[src/rtl/sim_result_monitor.sv]
// End-of-test monitor for cpu6 system benches: holds the core in reset, then watches
// data-memory writes for the pass signature, illegal writes or a run-time timeout.
module sim_result_monitor #(
    parameter int XLEN          = 32,
    parameter int PASS_ADDR     = 84,
    parameter int PASS_DATA     = 7,
    parameter int SCRATCH_BASE  = 80,
    parameter int SCRATCH_BYTES = 4,
    parameter int RST_HOLD      = 2,
    parameter int TIMEOUT       = 100000,
    parameter int CNT_W         = 32
) (
    input  logic             clk,
    input  logic             reset,
    input  logic             memwrite,
    input  logic [XLEN-1:0]  dataadr,
    input  logic [XLEN-1:0]  writedata,
    output logic             core_reset,
    output logic             done,
    output logic             pass,
    output logic             fail,
    output logic [1:0]       fail_code,
    output logic [CNT_W-1:0] cycle_count,
    output logic [CNT_W-1:0] write_count
);

    typedef enum logic [1:0] {S_HOLD, S_RUN, S_PASS, S_FAIL} state_e;
    typedef enum logic [1:0] {FC_NONE, FC_BAD_DATA, FC_BAD_ADDR, FC_TIMEOUT} fail_code_e;

    localparam int HOLD_W = $clog2(RST_HOLD + 1);
    localparam logic [HOLD_W-1:0] HOLD_LAST  = HOLD_W'(RST_HOLD - 1);
    localparam logic [XLEN-1:0]   MBOX_ADDR  = XLEN'(PASS_ADDR);
    localparam logic [XLEN-1:0]   MBOX_DATA  = XLEN'(PASS_DATA);
    localparam logic [CNT_W-1:0]  TIMEOUT_C  = CNT_W'(TIMEOUT);
    // Window bounds carry one extra bit so a window touching the top of the
    // address space does not wrap back to zero.
    localparam logic [XLEN:0]     WIN_LO     = {1'b0, XLEN'(SCRATCH_BASE)};
    localparam logic [XLEN:0]     WIN_HI     = WIN_LO + (XLEN + 1)'(SCRATCH_BYTES);

    state_e            state_q;
    fail_code_e        fail_code_q;
    logic [HOLD_W-1:0] hold_q;
    logic              core_reset_q, done_q, pass_q, fail_q;
    logic [CNT_W-1:0]  cycle_count_q, cycle_count_d;
    logic [CNT_W-1:0]  write_count_q, write_count_d;

    logic [XLEN:0] addr_ext;
    logic          is_mbox, mbox_ok, in_window, timed_out;

    assign addr_ext  = {1'b0, dataadr};
    assign is_mbox   = (dataadr == MBOX_ADDR);
    assign mbox_ok   = (writedata == MBOX_DATA);
    assign in_window = (addr_ext >= WIN_LO) && (addr_ext < WIN_HI);

    assign cycle_count_d = (&cycle_count_q) ? cycle_count_q : cycle_count_q + 1'b1;
    assign write_count_d = (&write_count_q) ? write_count_q : write_count_q + 1'b1;
    assign timed_out     = (cycle_count_d >= TIMEOUT_C);

    // NOTE: all state below uses non-blocking assignments so every register
    // samples pre-edge values; blocking here would create order-dependent races.
    always_ff @(posedge clk) begin
        if (reset) begin
            state_q       <= S_HOLD;
            hold_q        <= '0;
            core_reset_q  <= 1'b1;
            done_q        <= 1'b0;
            pass_q        <= 1'b0;
            fail_q        <= 1'b0;
            fail_code_q   <= FC_NONE;
            cycle_count_q <= '0;
            write_count_q <= '0;
        end else begin
            unique case (state_q)
                S_HOLD: begin
                    if (hold_q == HOLD_LAST) begin
                        state_q      <= S_RUN;
                        core_reset_q <= 1'b0;
                    end else begin
                        hold_q <= hold_q + 1'b1;
                    end
                end
                S_RUN: begin
                    cycle_count_q <= cycle_count_d;
                    if (memwrite) write_count_q <= write_count_d;
                    // Decisive writes are checked before the timeout so a
                    // same-cycle pass/fail write takes precedence.
                    if (memwrite && is_mbox && mbox_ok) begin
                        state_q <= S_PASS;
                        pass_q  <= 1'b1;
                        done_q  <= 1'b1;
                    end else if (memwrite && is_mbox) begin
                        state_q     <= S_FAIL;
                        fail_q      <= 1'b1;
                        done_q      <= 1'b1;
                        fail_code_q <= FC_BAD_DATA;
                    end else if (memwrite && !in_window) begin
                        state_q     <= S_FAIL;
                        fail_q      <= 1'b1;
                        done_q      <= 1'b1;
                        fail_code_q <= FC_BAD_ADDR;
                    end else if (timed_out) begin
                        state_q     <= S_FAIL;
                        fail_q      <= 1'b1;
                        done_q      <= 1'b1;
                        fail_code_q <= FC_TIMEOUT;
                    end
                end
                S_PASS, S_FAIL: begin
                    state_q <= state_q;
                end
            endcase
        end
    end

    assign core_reset  = core_reset_q;
    assign done        = done_q;
    assign pass        = pass_q;
    assign fail        = fail_q;
    assign fail_code   = fail_code_q;
    assign cycle_count = cycle_count_q;
    assign write_count = write_count_q;

endmodule

[config.mk]
export PLATFORM = sky130hd
export DESIGN_NAME = sim_result_monitor
export DESIGN_NICKNAME = d
export VERILOG_FILES = /design/src/rtl/sim_result_monitor.sv
export SDC_FILE = /design/constraint.sdc
export NUM_CORES = 1
export LEC_CHECK = 0
export ABC_AREA = 0
export CORE_MARGIN = 5
export CORE_UTILIZATION = 35
export CTS_CLUSTER_SIZE = 24
export DETAILED_ROUTE_END_ITERATION = 8
export MAX_ROUTING_LAYER = met4
export PLACE_DENSITY = 0.64
export SYNTH_ARGS = -nofsm -noshare
export SYNTH_HDL_FRONTEND = slang
export SYNTH_SLANG_ARGS = --single-unit
[constraint.sdc]
create_clock -name clk -period 3 [get_ports clk]
set_input_delay 0.45 -clock clk [delete_from_list [all_inputs] [get_ports clk]]
set_output_delay 0.45 -clock clk [all_outputs]
set_load 0.02 [all_outputs]
# Word level (Yosys, flattened, before mapping)
# Index checks and enable logic that the tools add are counted.
[word_totals]
memories = 0
latch_bits = 0
out_inout_bits = 70
regBits = 74
mem_bits_ro = 0
in_bits = 67
ram_bits = 0
[op_classes]
mux = 13
n_bitwise = 4
order_cmp = 3
add_sub_neg = 3
reduce_logical = 18
div_mod_pow = 0
mul = 0
eq_ne = 8
shifts = 0
[op_table]
columns = ["operator", "n"]
rows = [
  ["32-bit by 1-bit adder with 32-bit output (second input constant)", 2],
  ["32-bit AND reduction", 2],
  ["32-bit by 3-bit equality test with 1-bit output (second input constant)", 1],
  ["32-bit by 7-bit equality test with 1-bit output (second input constant)", 1],
  ["32-bit by 17-bit greater-or-equal comparator with 1-bit output (second input constant)", 1],
  ["32-bit by 7-bit greater-or-equal comparator with 1-bit output (second input constant)", 1],
  ["32-bit by 7-bit less-than comparator with 1-bit output (second input constant)", 1],
  ["32-bit two-way mux", 1],
  ["2-bit two-way mux", 7],
  ["3-bit AND reduction", 3],
  ["2-bit AND reduction", 4],
  ["5-bit inequality test (second input constant)", 1],
  ["2-bit by 1-bit equality test with 1-bit output (second input constant)", 2],
  ["2-bit equality test (second input constant)", 2],
  ["1-bit logical AND", 4],
  ["1-bit two-way mux", 4],
  ["1-bit inverter", 4],
  ["2-bit case mux with 2 select lines", 1],
  ["4-bit nonzero test", 1],
  ["3-bit nonzero test", 1],
  ["2-bit by 1-bit adder with 2-bit output (second input constant)", 1],
  ["2-bit logical NOT", 1],
  ["2-bit inequality test (second input constant)", 1],
  ["2-bit OR reduction", 1],
  ["1-bit logical NOT", 1],
]

# Longest topological paths before layout
# Gate-level depths: netlist of run 1.
[depth]
word_depth = 8
mapped_depth = 11

# Least setup slack after synthesis of run 1
# No wires, ideal clock.
[synth_timing]
path_type = "register -> register"
startpoint = "register cycle_count_q[8], in the netlist cycle_count[8]"
endpoint = "register fail_code_q[1], in the netlist fail_code[1]"
path_slack_ps = 105
n_path_buf = 2
arrival_ps = 2779
required_ps = 2884
setup_time_ps = 116
synth_period_minus_slack_ps = 2895
stages_incl_launch_ff = 11
cell_sequence = "dfxtp_1 > buf_4 > nand2_1 > or4_1 > buf_2 > o31a_1 > o41a_1 > a211oi_2 > nand4_2 > o311a_1 > a31o_1"
[synth_between]
elab_chain_cells = 5
word_cells_on_any_way = 6
cone_classes = "1 x add/sub; 1 x order compare; 1 x mux; 3 x reduce/logical"
[synth_lines]
columns = ["item", "line", "source"]
rows = [
  ["from (decl)", "44", "logic [CNT_W-1:0] cycle_count_q, cycle_count_d;"],
  ["from (signal assigned)", "83", "cycle_count_q <= cycle_count_d;"],
  ["32-bit by 1-bit adder with 32-bit output / 32-bit AND reduction (equally long branches)", "55", "assign cycle_count_d = (&cycle_count_q) ? cycle_count_q : cycle_count_q + 1'b1;"],
  ["32-bit two-way mux (*)", "55", ""],
  ["32-bit by 17-bit greater-or-equal comparator with 1-bit output (*)", "57", "assign timed_out = (cycle_count_d >= TIMEOUT_C);"],
  ["3-bit nonzero test (no source line) (*)", "--", ""],
  ["3-bit AND reduction (no source line) (*)", "--", ""],
  ["to (signal assigned)", "69", "fail_code_q <= FC_NONE;"],
  ["to (signal assigned)", "95", "fail_code_q <= FC_BAD_DATA;"],
  ["to (signal assigned)", "100", "fail_code_q <= FC_BAD_ADDR;"],
  ["to (decl)", "41", "fail_code_e fail_code_q;"],
]
# Every way passes the cells marked *; elsewhere a longest branch is shown, timed or not.
# A chain may end at the register's enable or synchronous reset.

# Worst setup path after layout of run 1
[layout_timing]
startpoint = "register cycle_count_q[0], in the netlist cycle_count[0]"
endpoint = "register fail_code_q[0], in the netlist fail_code[0]"
# Same word-level chain as after synthesis.

==> impl_metrics.env, run 1 <==
export IMPL_run_status="completed"
export IMPL_cts_sinks=74
export IMPL_fmax_ghz=0.3504
export IMPL_synth_compound_gate_area_share=0.1244
export IMPL_nets=772
export IMPL_slowest_stage="o41a_1"
export IMPL_maxCapViolCount=0
export IMPL_yosysUniqueCellTypes=61
export IMPL_internal_power_w=0.001944
export IMPL_whs_path_depth=3
export IMPL_cp_common_cell="a211oi_2"
export IMPL_synthToLayoutAreaGrowth_pct=49.87
export IMPL_die_area_um2=14460
export IMPL_cts_tree="done"
export IMPL_ctsHoldBuffers=0
export IMPL_final_hold_viol_count=0
export IMPL_p_switching_w=0.0006602
export IMPL_power_density_nw_per_um2=408.6
export IMPL_synthSimpleGateAreaFrac=0.3557
export IMPL_postSynth_asyncResetShare=0
export IMPL_critPathMaxFanout=5
export IMPL_seq_power_share=0.407
export IMPL_drive_gt1_frac=0.1315
export IMPL_critPathKind="register to register"
export IMPL_yosys_warnings=0
export IMPL_postLayoutCoreUtil=0.5328
export IMPL_wirelength_mm=13.94
export IMPL_synthCells=534
export IMPL_timing_reg2reg_worst_path_depth=10
export IMPL_antennaDiodeCount=0
export IMPL_drt_initial_drc_count=308
export IMPL_gp_congestion=0.8917
export IMPL_grt_antenna_before_repair=0
export IMPL_overflow=0
export IMPL_ys_ff_latch=74
export IMPL_fill_cells=1111
export IMPL_num_vias=4697
export IMPL_port_buffers=136
export IMPL_start_util=0.3555
export IMPL_synth_fa_ha_area_frac=0.008826
export IMPL_drt_antenna_violating_nets=0
export IMPL_crit_chain="ha_1, nand4_1, nor4_4, buf_4, nand3_2, o41a_1, a211oi_2, nand4_2, o311ai_2, a211oi_2"
export IMPL_whs_ns=0.3987
export IMPL_finalCriticalPeriod_ns=2.854
export IMPL_hold_class="primary input to register"
export IMPL_clk_latency_ns=0.34
export IMPL_cts_path_max_buffers=2
export IMPL_routed_via_density=5.500
export IMPL_slowest_delay_ns=0.42
export IMPL_ys_seq_area_frac=0.3483
export IMPL_synth_edf_count=0
export IMPL_crit_arrival_ns=3.06
export IMPL_io_pins=137
export IMPL_startpoint_type="register"
export IMPL_p_leak_nw=2.174
export IMPL_min_to="core_reset"
export IMPL_synth_mux_area_fraction=0.005001
export IMPL_die_h_um=120.2
export IMPL_fin_crit_sh=0.9513
export IMPL_comb_power_share=0.158
export IMPL_p_sw_frac=0.2535
export IMPL_synth_top_family_by_area="simple AND/OR/NAND/NOR gates"
export IMPL_worstReg2RegEnd="fail_code[0]"
export IMPL_r2r_start="cycle_count[0]"
export IMPL_slew_viol_final=0
export IMPL_htreeDepth=3
export IMPL_fin_worst_skew_ns=0.004532
export IMPL_max_slew_margin=0.3540
export IMPL_wl_per_cell_um=16.33
export IMPL_grt_pass1_wl_mm=22.82
export IMPL_track_usage=0.2000
export IMPL_grt_max_degree=41
export IMPL_syn_nets=604
export IMPL_power_w=0.002604
export IMPL_grt_pass1_vias=4658
export IMPL_rows=40
export IMPL_drtPass1Iterations=5
export IMPL_path_clk_slew_ns=0.06
export IMPL_core_area_um2=11960
export IMPL_cts_buffers=9
export IMPL_avgSynthCellArea_um2=7.964
export IMPL_cp_end_kind="register"
export IMPL_tightest_slew_ns=0.9664
export IMPL_ir_worst_vdd_uv=283.7
export IMPL_fin_setup_tns_ns=0
export IMPL_place_area_um2=5981
export IMPL_cts_root_buf="clkbuf_16"
export IMPL_synth_flop_cell="dfxtp_1"
export IMPL_synth_xor_area_frac=0.1091
export IMPL_dp_hpwl_mm=10.72
export IMPL_fin_area_um2=6374
export IMPL_clkPwrFrac=0.435
export IMPL_reg2reg_slack_ns=0.15
export IMPL_post_route_drc_count=0
export IMPL_die_w_um=120.2
export IMPL_holdCritStartpoint="reset"
export IMPL_syn_cell_area_um2=4253
export IMPL_setup_viol=0
export IMPL_cp_required_ns=3.21
[flip-flops by register name, indices dropped and copies added (netlist names)]
register     cells
write_count     32
hold_q           2
fail             1
done             1
cycle_count     32
core_reset       1
fail_code        2
state_q          2
pass             1
[cells in the mapped netlist (3+ instances only)]
cell type  number  area share
dfxtp_1        74        0.35
nor2_1         73       0.064
nand2_1        42       0.037
xnor2_1        30       0.062
nand4_1        29       0.043
a21oi_1        24       0.028
nand3_1        24       0.028
xor2_1         23       0.047
o21ai_0        21       0.025
or3_1          19       0.028
nor3_1         18       0.021
inv_1          17       0.015
nor4_1         16       0.024
and3_1         13       0.019
clkbuf_1       13       0.011
and4_1          8       0.016
or4_1           8       0.014
buf_2           7      0.0082
and2_1          6      0.0088
a31oi_1         4      0.0059
buf_4           4      0.0071
a311oi_1        3      0.0062
a31o_2          3      0.0062
ha_1            3      0.0088
o31ai_1         3      0.0053
[worst max path at each step]
stage | cells after the start | endpoint | startpoint
after floorplan | 10 | fail_code[1] | cycle_count[8]
after global placement | 10 | fail_code[1] | dataadr[14]
after detailed placement | 10 | fail | dataadr[17]
after CTS | 9 | fail_code[0] | cycle_count[0]
after global routing | 11 | state_q[1] | cycle_count[0]
final | 10 | fail_code[0] | cycle_count[0]
[repair_timing]
item                                    in CTS  in global routing
resized for setup                            0                 12
endpoints found under the setup margin       0                  4
setup buffers                                0                  4
[cell families (layout without fill, tap and decap cells)]
logic type	Yosys count	after routing
AND/OR/NAND/NOR	278	278
AO/OA/AOI/OAI	80	80
flip-flops	74	74
XOR/XNOR	53	53
buffers and inverters	44	217
adder cells (fa/ha/maj)	3	3
multiplexers	2	2
[power by group through the flow]
stage	registers [W]	logic, W	clock network (W)
finish	0.00106	0.000410	0.00113
global route	0.00107	0.000449	0.00121
CTS	0.00106	0.000412	0.00117
detailed placement	0.00108	0.000409	0
global placement	0.00108	0.000402	0
floorplan	0.00110	0.000173	0
[critical path, delay by kind of cell, from the launching register on]
family / cells / cell delay, ns
buffers and inverters: 1 / 0.19
AND/OR/NAND/NOR: 4 / 0.83
adder cells (fa/ha/maj): 1 / 0.17
flip-flops: 1 / 0.36
AO/OA/AOI/OAI: 4 / 1.18
[placed cells by master, fill, tap and decap left out, types with 3 or more instances in the layout]
master,Yosys,final
and3_1,13,13
or3_1,19,19
clkdlybuf4s50_1,0,135
nand3_1,24,22
inv_1,17,17
and4_1,8,8
nand2_1,42,42
o21ai_0,21,21
a311oi_1,3,3
and2_1,6,6
nor3_1,18,18
xnor2_1,30,30
dfxtp_1,74,70
or4_1,8,7
a31o_2,3,3
nand3_2,1,3
nor4_1,16,16
xor2_1,23,23
a31oi_1,4,3
nand4_1,29,29
clkbuf_8,0,3
ha_1,3,3
nor2_1,73,73
a21oi_1,24,23
clkbuf_16,0,9
buf_4,4,48
dfxtp_2,0,4
o31ai_1,3,3
[routing by layer]
metal | GRT usage | up-vias | share of wire
met5 | - | - | 0
li1 | - | 2279 | -
met3 | 0.05239 | 31 | 0.061
met4 | 0.07436 | 0 | 0.027
met1 | 0.2367 | 2221 | 0.42
met2 | 0.3288 | 166 | 0.49
[area by class of cell]
cell class                      instances  area, um2  share of cell area
Timing Repair Buffer                  184       1717              0.2693
Multi-Input combinational cell        416       2606              0.4089
Sequential cell                        74       1486              0.2332
Inverter                               17      63.81             0.01001
Clock inverter                          3      46.29            0.007263
Clock buffer                           13      270.3             0.04240
Tap cell                              147      183.9             0.02886
[stage by stage]
stage	instances	worst slack (ns)
after CTS	850	0.03812
after global routing	854	-0.03129
after floorplan	534	0.1055
final	854	0.1462
after global placement	834	0.01737
after detailed placement	834	-0.02578
Note: power is estimated with default switching activity, not from simulation.
==> run 2: changes to the inputs <==
--- a/config.mk
+++ b/config.mk
@@ -7,10 +7,12 @@
 export LEC_CHECK = 0
 export ABC_AREA = 0
-export CORE_MARGIN = 5
-export CORE_UTILIZATION = 35
+export CELL_PAD_IN_SITES_DETAIL_PLACEMENT = 1
+export CELL_PAD_IN_SITES_GLOBAL_PLACEMENT = 1
+export CORE_MARGIN = 3
+export CORE_UTILIZATION = 33
 export CTS_CLUSTER_SIZE = 24
 export DETAILED_ROUTE_END_ITERATION = 8
 export MAX_ROUTING_LAYER = met4
-export PLACE_DENSITY = 0.64
+export PLACE_DENSITY = 0.81
 export SYNTH_ARGS = -nofsm -noshare
 export SYNTH_HDL_FRONTEND = slang
==> constraint.sdc (replaced) <==
create_clock -name clk -period 3 [get_ports clk]
set_input_delay 0.45 -clock clk [delete_from_list [all_inputs] [get_ports clk]]
set_output_delay 0.45 -clock clk [all_outputs]
set_load 0.01 [all_outputs]
==> run 2 against run 1 <==
Setup slack got worse by 0.044 ns. Combinational power increased by 3%. Critical path depth shrank 1. Wire length increased by 18%. Register-to-register slack lost 0.04 ns. Via count increased by 0.83%. Sequential cell count is the same. Critical path type unchanged. Non-clock buffer count up 5. Clock power down 6%. Largest power group is now sequential cells. Sequential power about the same. Die area down 1.2%. Worst hold slack improved by 0.055 ns.
==> impl_metrics.env, run 2 (synthesis results as in run 1) <==
export IMPL_num_vias=4736
export IMPL_layoutNonFillerInstCount=880
export IMPL_dp_hpwl_mm=12.47
export IMPL_htreeDepth=3
export IMPL_start_util=0.3454
export IMPL_slowest_stage="or4_1"
export IMPL_antennaDiodeCount=0
export IMPL_core_area_um2=12310
export IMPL_layout_common_cells="clkdlybuf4s50_1, nor2_1, dfxtp_1"
export IMPL_cts_path_max_buffers=2
export IMPL_drt_antenna_violating_nets=0
export IMPL_hold_class="register to register"
export IMPL_cp_required_ns=3.27
export IMPL_port_buffers=136
export IMPL_setup_viol=0
export IMPL_crit_arrival_ns=3.16
export IMPL_tightest_slew_ns=0.9909
export IMPL_path_clk_slew_ns=0.06
export IMPL_maxCapViolCount=0
export IMPL_critPathBufInv=1
export IMPL_fmax_ghz=0.3451
export IMPL_slew_viol_final=0
export IMPL_ir_worst_vdd_uv=383.6
export IMPL_run_status="completed"
export IMPL_fin_crit_sh=0.9660
export IMPL_nets=777
export IMPL_wl_per_cell_um=18.68
export IMPL_drive_gt1_frac=0.1419
export IMPL_track_usage=0.2338
export IMPL_final_common_cell="clkdlybuf4s50_1"
export IMPL_gp_congestion=0.9022
export IMPL_whs_ns=0.4540
export IMPL_clk_latency_ns=0.35
export IMPL_io_pins=137
export IMPL_overflow=0
export IMPL_final_hold_viol_count=0
export IMPL_cp_common_cell="a211oi_2"
export IMPL_postLayoutCoreUtil=0.5231
export IMPL_post_route_drc_count=0
export IMPL_critPathMaxFanout=5
export IMPL_critPathKind="register to register"
export IMPL_finalCriticalPeriod_ns=2.898
export IMPL_die_w_um=119.5
export IMPL_cts_tree="done"
export IMPL_p_leak_nw=2.199
export IMPL_max_slew_margin=0.3377
export IMPL_grt_pass1_vias=5054
export IMPL_drt_initial_drc_count=338
export IMPL_routed_via_density=5.382
export IMPL_cts_sinks=74
export IMPL_dp_cells=861
export IMPL_cts_root_buf="clkbuf_16"
export IMPL_die_area_um2=14290
export IMPL_grt_max_degree=48
export IMPL_rows=40
export IMPL_wirelength_mm=16.44
export IMPL_fin_worst_skew_ns=0.007773
export IMPL_grt_pass1_wl_mm=26.21
export IMPL_power_density_nw_per_um2=395.0
export IMPL_drtPass1Iterations=4
export IMPL_grt_antenna_before_repair=0
export IMPL_crit_chain="buf_4, nand2_1, or4_1, o31a_1, o41a_1, a211oi_2, nand4_4, o311a_1, a211oi_2"
export IMPL_startpoint_type="register"
export IMPL_die_h_um=119.5
export IMPL_cp_end_kind="register"
export IMPL_synthToLayoutAreaGrowth_pct=51.43
export IMPL_slowest_delay_ns=0.60
export IMPL_cts_buffers=9
export IMPL_crit_family="compound AO/OA/AOI/OAI gates"
==> run 2: cell count changes in the layout (fill, tap and decap cells not counted), sizes merged <==
cell,delta
clkinv,+2
bufinv,-1
clkinvlp,+1
buf,+5
inv,+2
clkbuf,-4
==> run 2: worst reg2reg max path: cells and delay by family, from the launching register on <==
kind / cells / cell delay, ns
AOI/OAI and AO/OA: 5 / 1.46
buffers and inverters: 1 / 0.13
DFF: 1 / 0.35
and+or+nand+nor: 3 / 0.88
==> run 2: final timing paths <==
kind,slack [ns],start,end,cells past startpoint
worst max register to register,0.10,cycle_count[1],fail_code[0],9
worst max-delay path,0.10,cycle_count[1],fail_code[0],9
worst min register to register,0.45,fail,fail,2
worst min-delay path,0.45,fail,fail,2
==> run 2: area by class of cell <==
class / count / area (um2)
well taps: 168 / 210.2
multi-input cells: 416 / 2638
fillers: 1512 / 5872
clock inverters: 7 / 63.81
repair buffers: 189 / 1754
flip-flops and latches: 74 / 1485
inverters: 17 / 63.81
clock buffers: 9 / 225.2
==> run 2: metal layers <==
| layer | GRT usage | part of all wire |
|---|---|---|
| met4 | 0.06442 | 0.016 |
| met5 | - | 0 |
| met3 | 0.05419 | 0.035 |
| met2 | 0.4128 | 0.52 |
| met1 | 0.2661 | 0.42 |
==> run 2: through the flow <==
stage	power (W)	setup TNS [ns]	setup slack (ns)	instance area, um2
after floorplan	0.001258	0	0.1947	4253
after CTS	0.002559	0	0.01065	6345
after global placement	0.001466	-0.01537	-0.01537	6052
after detailed placement	0.001488	-0.2677	-0.09981	6052
final	0.002544	0	0.1020	6440
after global routing	0.002660	-0.02246	-0.01433	6440
==> run 2: what timing repair did <==
item | in CTS | in global routing
pin swaps | 0 | 9
setup endpoints to repair | 1 | 12
setup buffers | 0 | 3
hold buffers | 0 | 0
cloned | 0 | 0
resized for setup | 1 | 15
==> run 2: power breakdown <==
| part | switching (W) | internal (W) |
|---|---|---|
| registers | 0.0000350 | 0.00102 |
| logic | 0.000209 | 0.000213 |
| clock network | 0.000487 | 0.000576 |
| total | 0.000731 | 0.00181 |
